`config.mk`:
```
export PLATFORM = sky130hd
export DESIGN_NAME = fetch_buffer_flat
export DESIGN_NICKNAME = d
export VERILOG_FILES = /design/src/rtl/fetch_buffer_if.sv /design/src/rtl/fetch_buffer.sv /design/src/flat_wrapper.sv
export SDC_FILE = /design/constraint.sdc
export NUM_CORES = 2
export LEC_CHECK = 0
export CAP_MARGIN = 20
export CORE_MARGIN = 2
export CORE_UTILIZATION = 40
export CTS_CLUSTER_DIAMETER = 60
export DETAILED_ROUTE_END_ITERATION = 10
export GPL_ROUTABILITY_DRIVEN = 1
export SKIP_LAST_GASP = 1
export SYNTH_ARGS = -nofsm -noshare
export SYNTH_HDL_FRONTEND = slang
export SYNTH_SLANG_ARGS = --single-unit
```
`constraint.sdc`:
```
create_clock -name clk -period 8.9 [get_ports clk]
set_input_delay 1.335 -clock clk [delete_from_list [all_inputs] [get_ports clk]]
set_output_delay 1.335 -clock clk [all_outputs]
set_load 0.01 [all_outputs]
```
`src/rtl/fetch_buffer_if.sv`:
```
// Fetch-to-decode buffer bus: fetch group in, decode packet out, dequeue count,
// flush and occupancy. The buffer itself connects through the slave modport.
interface fetch_buffer_if #(
  parameter int DEPTH = 16,
  parameter int WIDTH = 4
);
  localparam int CW = $clog2(DEPTH) + 1;

  logic [WIDTH-1:0]       in_valid;
  logic [WIDTH-1:0][31:0] in_inst;
  logic [WIDTH-1:0][31:0] in_pc;
  logic                   in_ready;
  logic [WIDTH-1:0]       out_valid;
  logic [WIDTH-1:0][31:0] out_inst;
  logic [WIDTH-1:0][31:0] out_pc;
  logic [2:0]             deq_cnt;
  logic                   flush;
  logic [CW-1:0]          count;

  modport master (
    output in_valid, in_inst, in_pc, deq_cnt, flush,
    input  in_ready, out_valid, out_inst, out_pc, count
  );

  modport slave (
    input  in_valid, in_inst, in_pc, deq_cnt, flush,
    output in_ready, out_valid, out_inst, out_pc, count
  );
endinterface

```
`src/rtl/fetch_buffer.sv`:
```
// Circular instruction buffer between fetch and decode with compacting enqueue.
// Optional FETCH_BUF_PERF_EN adds stall/empty cycle counters.
module fetch_buffer #(
  parameter int DEPTH = 16,
  parameter int WIDTH = 4
) (
  input  logic            clk,
  input  logic            rst_n,
  fetch_buffer_if.slave   bus
`ifdef FETCH_BUF_PERF_EN
  ,
  output logic [31:0]     perf_stall_cyc,
  output logic [31:0]     perf_empty_cyc
`endif
);
  localparam int PW = $clog2(DEPTH);
  localparam int CW = PW + 1;

  logic [PW-1:0] head_q, head_d;
  logic [PW-1:0] tail_q, tail_d;
  logic [CW-1:0] count_q, count_d;

  logic [31:0]   inst_mem [DEPTH];
  logic [31:0]   pc_mem   [DEPTH];

  logic          in_ready;
  logic          accept;
  logic [CW-1:0] enq_n;
  logic [CW-1:0] enq_eff;
  logic [CW-1:0] deq_n;
  logic [WIDTH-1:0] wr_en;
  logic [PW-1:0] wr_addr [WIDTH];
  logic [PW-1:0] rd_addr [WIDTH];

  // Space check uses registered occupancy only, so fetch never sees a comb path.
  assign in_ready = (CW'(DEPTH) - count_q) >= CW'(WIDTH);
  assign accept   = in_ready && !bus.flush;

  // NOTE: every always_comb output gets a default before any conditional
  // assignment, otherwise synthesis infers a latch.
  always_comb begin
    enq_n = '0;
    wr_en = '0;
    for (int k = 0; k < WIDTH; k++) begin
      wr_addr[k] = tail_q + PW'(enq_n);
      if (bus.in_valid[k]) begin
        wr_en[k] = accept;
        enq_n    = enq_n + CW'(1);
      end
    end
    enq_eff = accept ? enq_n : '0;
  end

  always_comb begin
    deq_n = CW'(bus.deq_cnt);
    if (deq_n > count_q)     deq_n = count_q;
    if (deq_n > CW'(WIDTH))  deq_n = CW'(WIDTH);
  end

  always_comb begin
    head_d  = head_q;
    tail_d  = tail_q;
    count_d = count_q;
    if (bus.flush) begin
      head_d  = '0;
      tail_d  = '0;
      count_d = '0;
    end else begin
      head_d  = head_q + PW'(deq_n);
      tail_d  = tail_q + PW'(enq_eff);
      count_d = count_q + enq_eff - deq_n;
    end
  end

  // NOTE: sequential state uses non-blocking assignments so every flop samples
  // pre-edge values regardless of block ordering.
  always_ff @(posedge clk or negedge rst_n) begin
    if (!rst_n) begin
      head_q  <= '0;
      tail_q  <= '0;
      count_q <= '0;
    end else begin
      head_q  <= head_d;
      tail_q  <= tail_d;
      count_q <= count_d;
    end
  end

  // NOTE: entry storage is deliberately not reset; out_valid masks stale data.
  always_ff @(posedge clk) begin
    for (int k = 0; k < WIDTH; k++) begin
      if (wr_en[k]) begin
        inst_mem[wr_addr[k]] <= bus.in_inst[k];
        pc_mem[wr_addr[k]]   <= bus.in_pc[k];
      end
    end
  end

  always_comb begin
    for (int k = 0; k < WIDTH; k++) begin
      rd_addr[k]       = head_q + PW'(k);
      bus.out_valid[k] = count_q > CW'(k);
      bus.out_inst[k]  = inst_mem[rd_addr[k]];
      bus.out_pc[k]    = pc_mem[rd_addr[k]];
    end
  end

  assign bus.in_ready = in_ready;
  assign bus.count    = count_q;

`ifdef FETCH_BUF_PERF_EN
  logic [31:0] perf_stall_q, perf_stall_d;
  logic [31:0] perf_empty_q, perf_empty_d;

  // Counters survive flush and wrap naturally at 2^32.
  always_comb begin
    perf_stall_d = perf_stall_q + 32'((|bus.in_valid) && !in_ready);
    perf_empty_d = perf_empty_q + 32'(count_q == '0);
  end

  always_ff @(posedge clk or negedge rst_n) begin
    if (!rst_n) begin
      perf_stall_q <= '0;
      perf_empty_q <= '0;
    end else begin
      perf_stall_q <= perf_stall_d;
      perf_empty_q <= perf_empty_d;
    end
  end

  assign perf_stall_cyc = perf_stall_q;
  assign perf_empty_cyc = perf_empty_q;
`endif
endmodule

```
`src/flat_wrapper.sv`:
```
// flat-port wrapper written by rule: the top's interface ports become plain ports
module fetch_buffer_flat 
#(
  parameter int DEPTH = 16,
  parameter int WIDTH = 4
)
  (clk, rst_n, bus_in_valid, bus_in_inst, bus_in_pc, bus_deq_cnt, bus_flush, bus_in_ready, bus_out_valid, bus_out_inst, bus_out_pc, bus_count);
  fetch_buffer_if #(.DEPTH(DEPTH), .WIDTH(WIDTH)) bus_i ();
  input  logic clk;
  input  logic rst_n;
  input wire logic [$bits(bus_i.in_valid)-1:0] bus_in_valid;
  input wire logic [$bits(bus_i.in_inst)-1:0] bus_in_inst;
  input wire logic [$bits(bus_i.in_pc)-1:0] bus_in_pc;
  input wire logic [$bits(bus_i.deq_cnt)-1:0] bus_deq_cnt;
  input wire logic [$bits(bus_i.flush)-1:0] bus_flush;
  output wire logic [$bits(bus_i.in_ready)-1:0] bus_in_ready;
  output wire logic [$bits(bus_i.out_valid)-1:0] bus_out_valid;
  output wire logic [$bits(bus_i.out_inst)-1:0] bus_out_inst;
  output wire logic [$bits(bus_i.out_pc)-1:0] bus_out_pc;
  output wire logic [$bits(bus_i.count)-1:0] bus_count;
  assign bus_i.in_valid = bus_in_valid;
  assign bus_i.in_inst = bus_in_inst;
  assign bus_i.in_pc = bus_in_pc;
  assign bus_i.deq_cnt = bus_deq_cnt;
  assign bus_i.flush = bus_flush;
  assign bus_in_ready = bus_i.in_ready;
  assign bus_out_valid = bus_i.out_valid;
  assign bus_out_inst = bus_i.out_inst;
  assign bus_out_pc = bus_i.out_pc;
  assign bus_count = bus_i.count;
  fetch_buffer #(.DEPTH(DEPTH), .WIDTH(WIDTH)) u_core (.clk(clk), .rst_n(rst_n), .bus(bus_i));
endmodule
```
==> reports/qor.yml <==
outcome: "complete, no violations"
finalHoldViolCount: 0
path_buf_inv: 3
grt_use_met3: 0.174
worst_pin_slew_ps: 1310
ys.flop_type: "edfxtp_1"
ys_seq_area_frac: 0.318
h-tree-depth: 4
worst-endpoint-arrival_ps: 5580
firstDrtPassIters: 7
dieArea_um2: 248000
path_clk_slew_ps: 60
slew_headroom: 0.127
grt_max_degree: 139
cts_resized: 0
cp_top_family: "buffers and inverters"
antenna_found_initial: 78
drcViolationCount: 0
fmax_ghz: 0.145
final_common_cell: "mux4_2"
grt-ovfl-total: 0
end_kind: "output pin"
drive_gt1_frac: 0.316
synth_cells: 7948
finalWirelength_um: 484000
cts_buffer_depth: 3
hold_buffers: 0
die_y_um: 498
powerDensity_nw_per_um2: 317
ir_worst_vdd_v: 0.000473
pre_cts_ws_ps: 1980
dp_hpwl_um: 280000
setup_viol: 0
start_util: 0.402
fin_skew_ps: 27.7
cp_cell_sequence: "buf_4 > ha_4 > buf_4 > mux4_2 > clkdlybuf4s50_1"
cts_root_buf: "clkbuf_16"
portBuffers: 531
instances_no_fill: 10900
synth_edf_count: 1024
hold_path_class: "reg2reg"
cp_slowest_cell: "buf_4"
avgSynthCellArea_um2: 12.3
fin_setup_tns_ps: 0
async_reset_ff_frac: 0.0125
grt_util_met2: 0.526
io_pins: 532
via_count: 87500
gp_congestion: 0.937
top_usage_layer: "met2"
cap_violations: 0
crit_type: "reg2out"
cts.sinks: 1037
cts_tree: "done"
netlist_area_um2: 97800
rsz0062_at_grt: "no"
post_cts_buffers: 0
required_ps: 7570
vias_per_cell: 8.00
layout_setup_ws_ps: 1990
synth_warnings: 0
syn_to_final_growth_pct: 11.2
layout_min_cycle_time_ps: 6910
nets: 7904
period_share: 0.777
p_leak_nw: 35.9
cpPeakStageDelay_ps: 1040
grt_use_met1: 0.468
core_area_um2: 243000
cts-buffers-inserted: 147
ys_ff_latch: 1037
grt_pass1_wl_um: 661000
wl_per_cell_um: 44.2
critPathLaunchType: "register"
path_max_fanout: 37
final_cell_mix: "mux4_2, nor2_1, mux2i_1"
dp_cells: 10700
grtUsageTotal: 0.376
synth_cell_types: 63
first_global_vias: 83000
die_width_um: 498
clkLatencyLatePin_ps: 850
drv_slew: 0
cp_common_cell: "buf_4"
synth.net_count: 8249
rows: 181
ant_nets: 0
drtIter0Drc: 17200
[worst paths after layout]
kind	to	from	cells past startpoint	slack (ps)
setup / recovery	bus_out_pc[95]	u_core.head_q[2]	5	1990
hold reg to reg	u_core.bus.count[4]	u_core.bus.count[4]	3	710
max in group asynchronous	u_core.head_q[1]	rst_n	1	7490
hold / removal	u_core.bus.count[4]	u_core.bus.count[4]	3	710
min in group asynchronous	u_core.bus.count[0]	rst_n	1	900
setup reg to reg	u_core.pc_mem[1][2]	u_core.bus.count[2]	7	3630
[tightest hold or removal path: stages, from the launching register on]
cell	delay, ps
dfrtp_1	380
xnor2_1	100
xnor2_1	130
nor2_1	50
[cells by family (layout without fill, tap and decap cells)]
kind of cell / Yosys count / after routing / share of synthesized area
xor+xnor: 22 / 22 / 0.00205
flops: 1037 / 1037 / 0.318
simple gates: 2224 / 2224 / 0.103
compound gates: 1069 / 1069 / 0.113
buf+inv: 1253 / 1020 / 0.0585
fa+ha+maj: 35 / 35 / 0.00509
mux: 2306 / 2306 / 0.400
other cells: 2 / 32 / 0.0000768
[flip-flops by register name, summed over array words and instances (netlist names)]
signal	count
u_core.head_q	4
u_core.inst_mem	512
u_core.pc_mem	512
u_core.tail_q	4
u_core.bus.count	5
[routing by layer]
metal	share of wire	up-vias	wire length (um)
met5	0.0011	-	543
met4	0.077	86	37100
met3	0.17	2233	84100
met2	0.41	9954	200000
met1	0.34	43900	162000
li1	-	31400	-
[per-stage QoR]
stage | power, W | util | hold WS, ps | cell area [um^2]
finish | 0.0344 | 0.447 | 706 | 109000
global route | 0.0349 | 0.447 | 752 | 109000
CTS | 0.0337 | 0.446 | 701 | 109000
detailed placement | 0.0279 | 0.427 | 688 | 104000
global placement | 0.0276 | 0.427 | 689 | 104000
floorplan | 0.0193 | - | 676 | 97800
[power by group]
group | switching, W | total, W | internal [W]
Clock | 0.00259 | 0.00591 | 0.00332
Combinational | 0.0112 | 0.0214 | 0.0101
Sequential | 0.000791 | 0.00717 | 0.00638
Total | 0.0146 | 0.0344 | 0.0198
[cell usage after synthesis (46+ instances only)]
| library cell | number | area (um^2) |
|---|---|---|
| a211oi_2 | 608 | 7610 |
| nor2_1 | 1051 | 3950 |
| nor3_1 | 1009 | 5050 |
| buf_4 | 46 | 345 |
| buf_2 | 212 | 1060 |
| buf_6 | 67 | 754 |
| mux2i_1 | 1025 | 10300 |
| clkbuf_1 | 642 | 2410 |
| mux4_2 | 1280 | 28800 |
| edfxtp_1 | 1024 | 30700 |
| a211oi_1 | 416 | 3120 |
| buf_1 | 249 | 935 |
[area by class of cell]
| type | count | area, um^2 |
|---|---|---|
| Timing Repair Buffer | 731 | 7260 |
| Clock buffer | 178 | 3880 |
| Fill cell | 21700 | 134000 |
| Clock inverter | 83 | 704 |
| Multi-Input combinational cell | 5658 | 61600 |
| Antenna cell | 30 | 75.1 |
| Sequential cell | 1037 | 31100 |
| Inverter | 28 | 105 |
| Tap cell | 3202 | 4010 |
No activity file was read; power rests on OpenSTA's default activity.
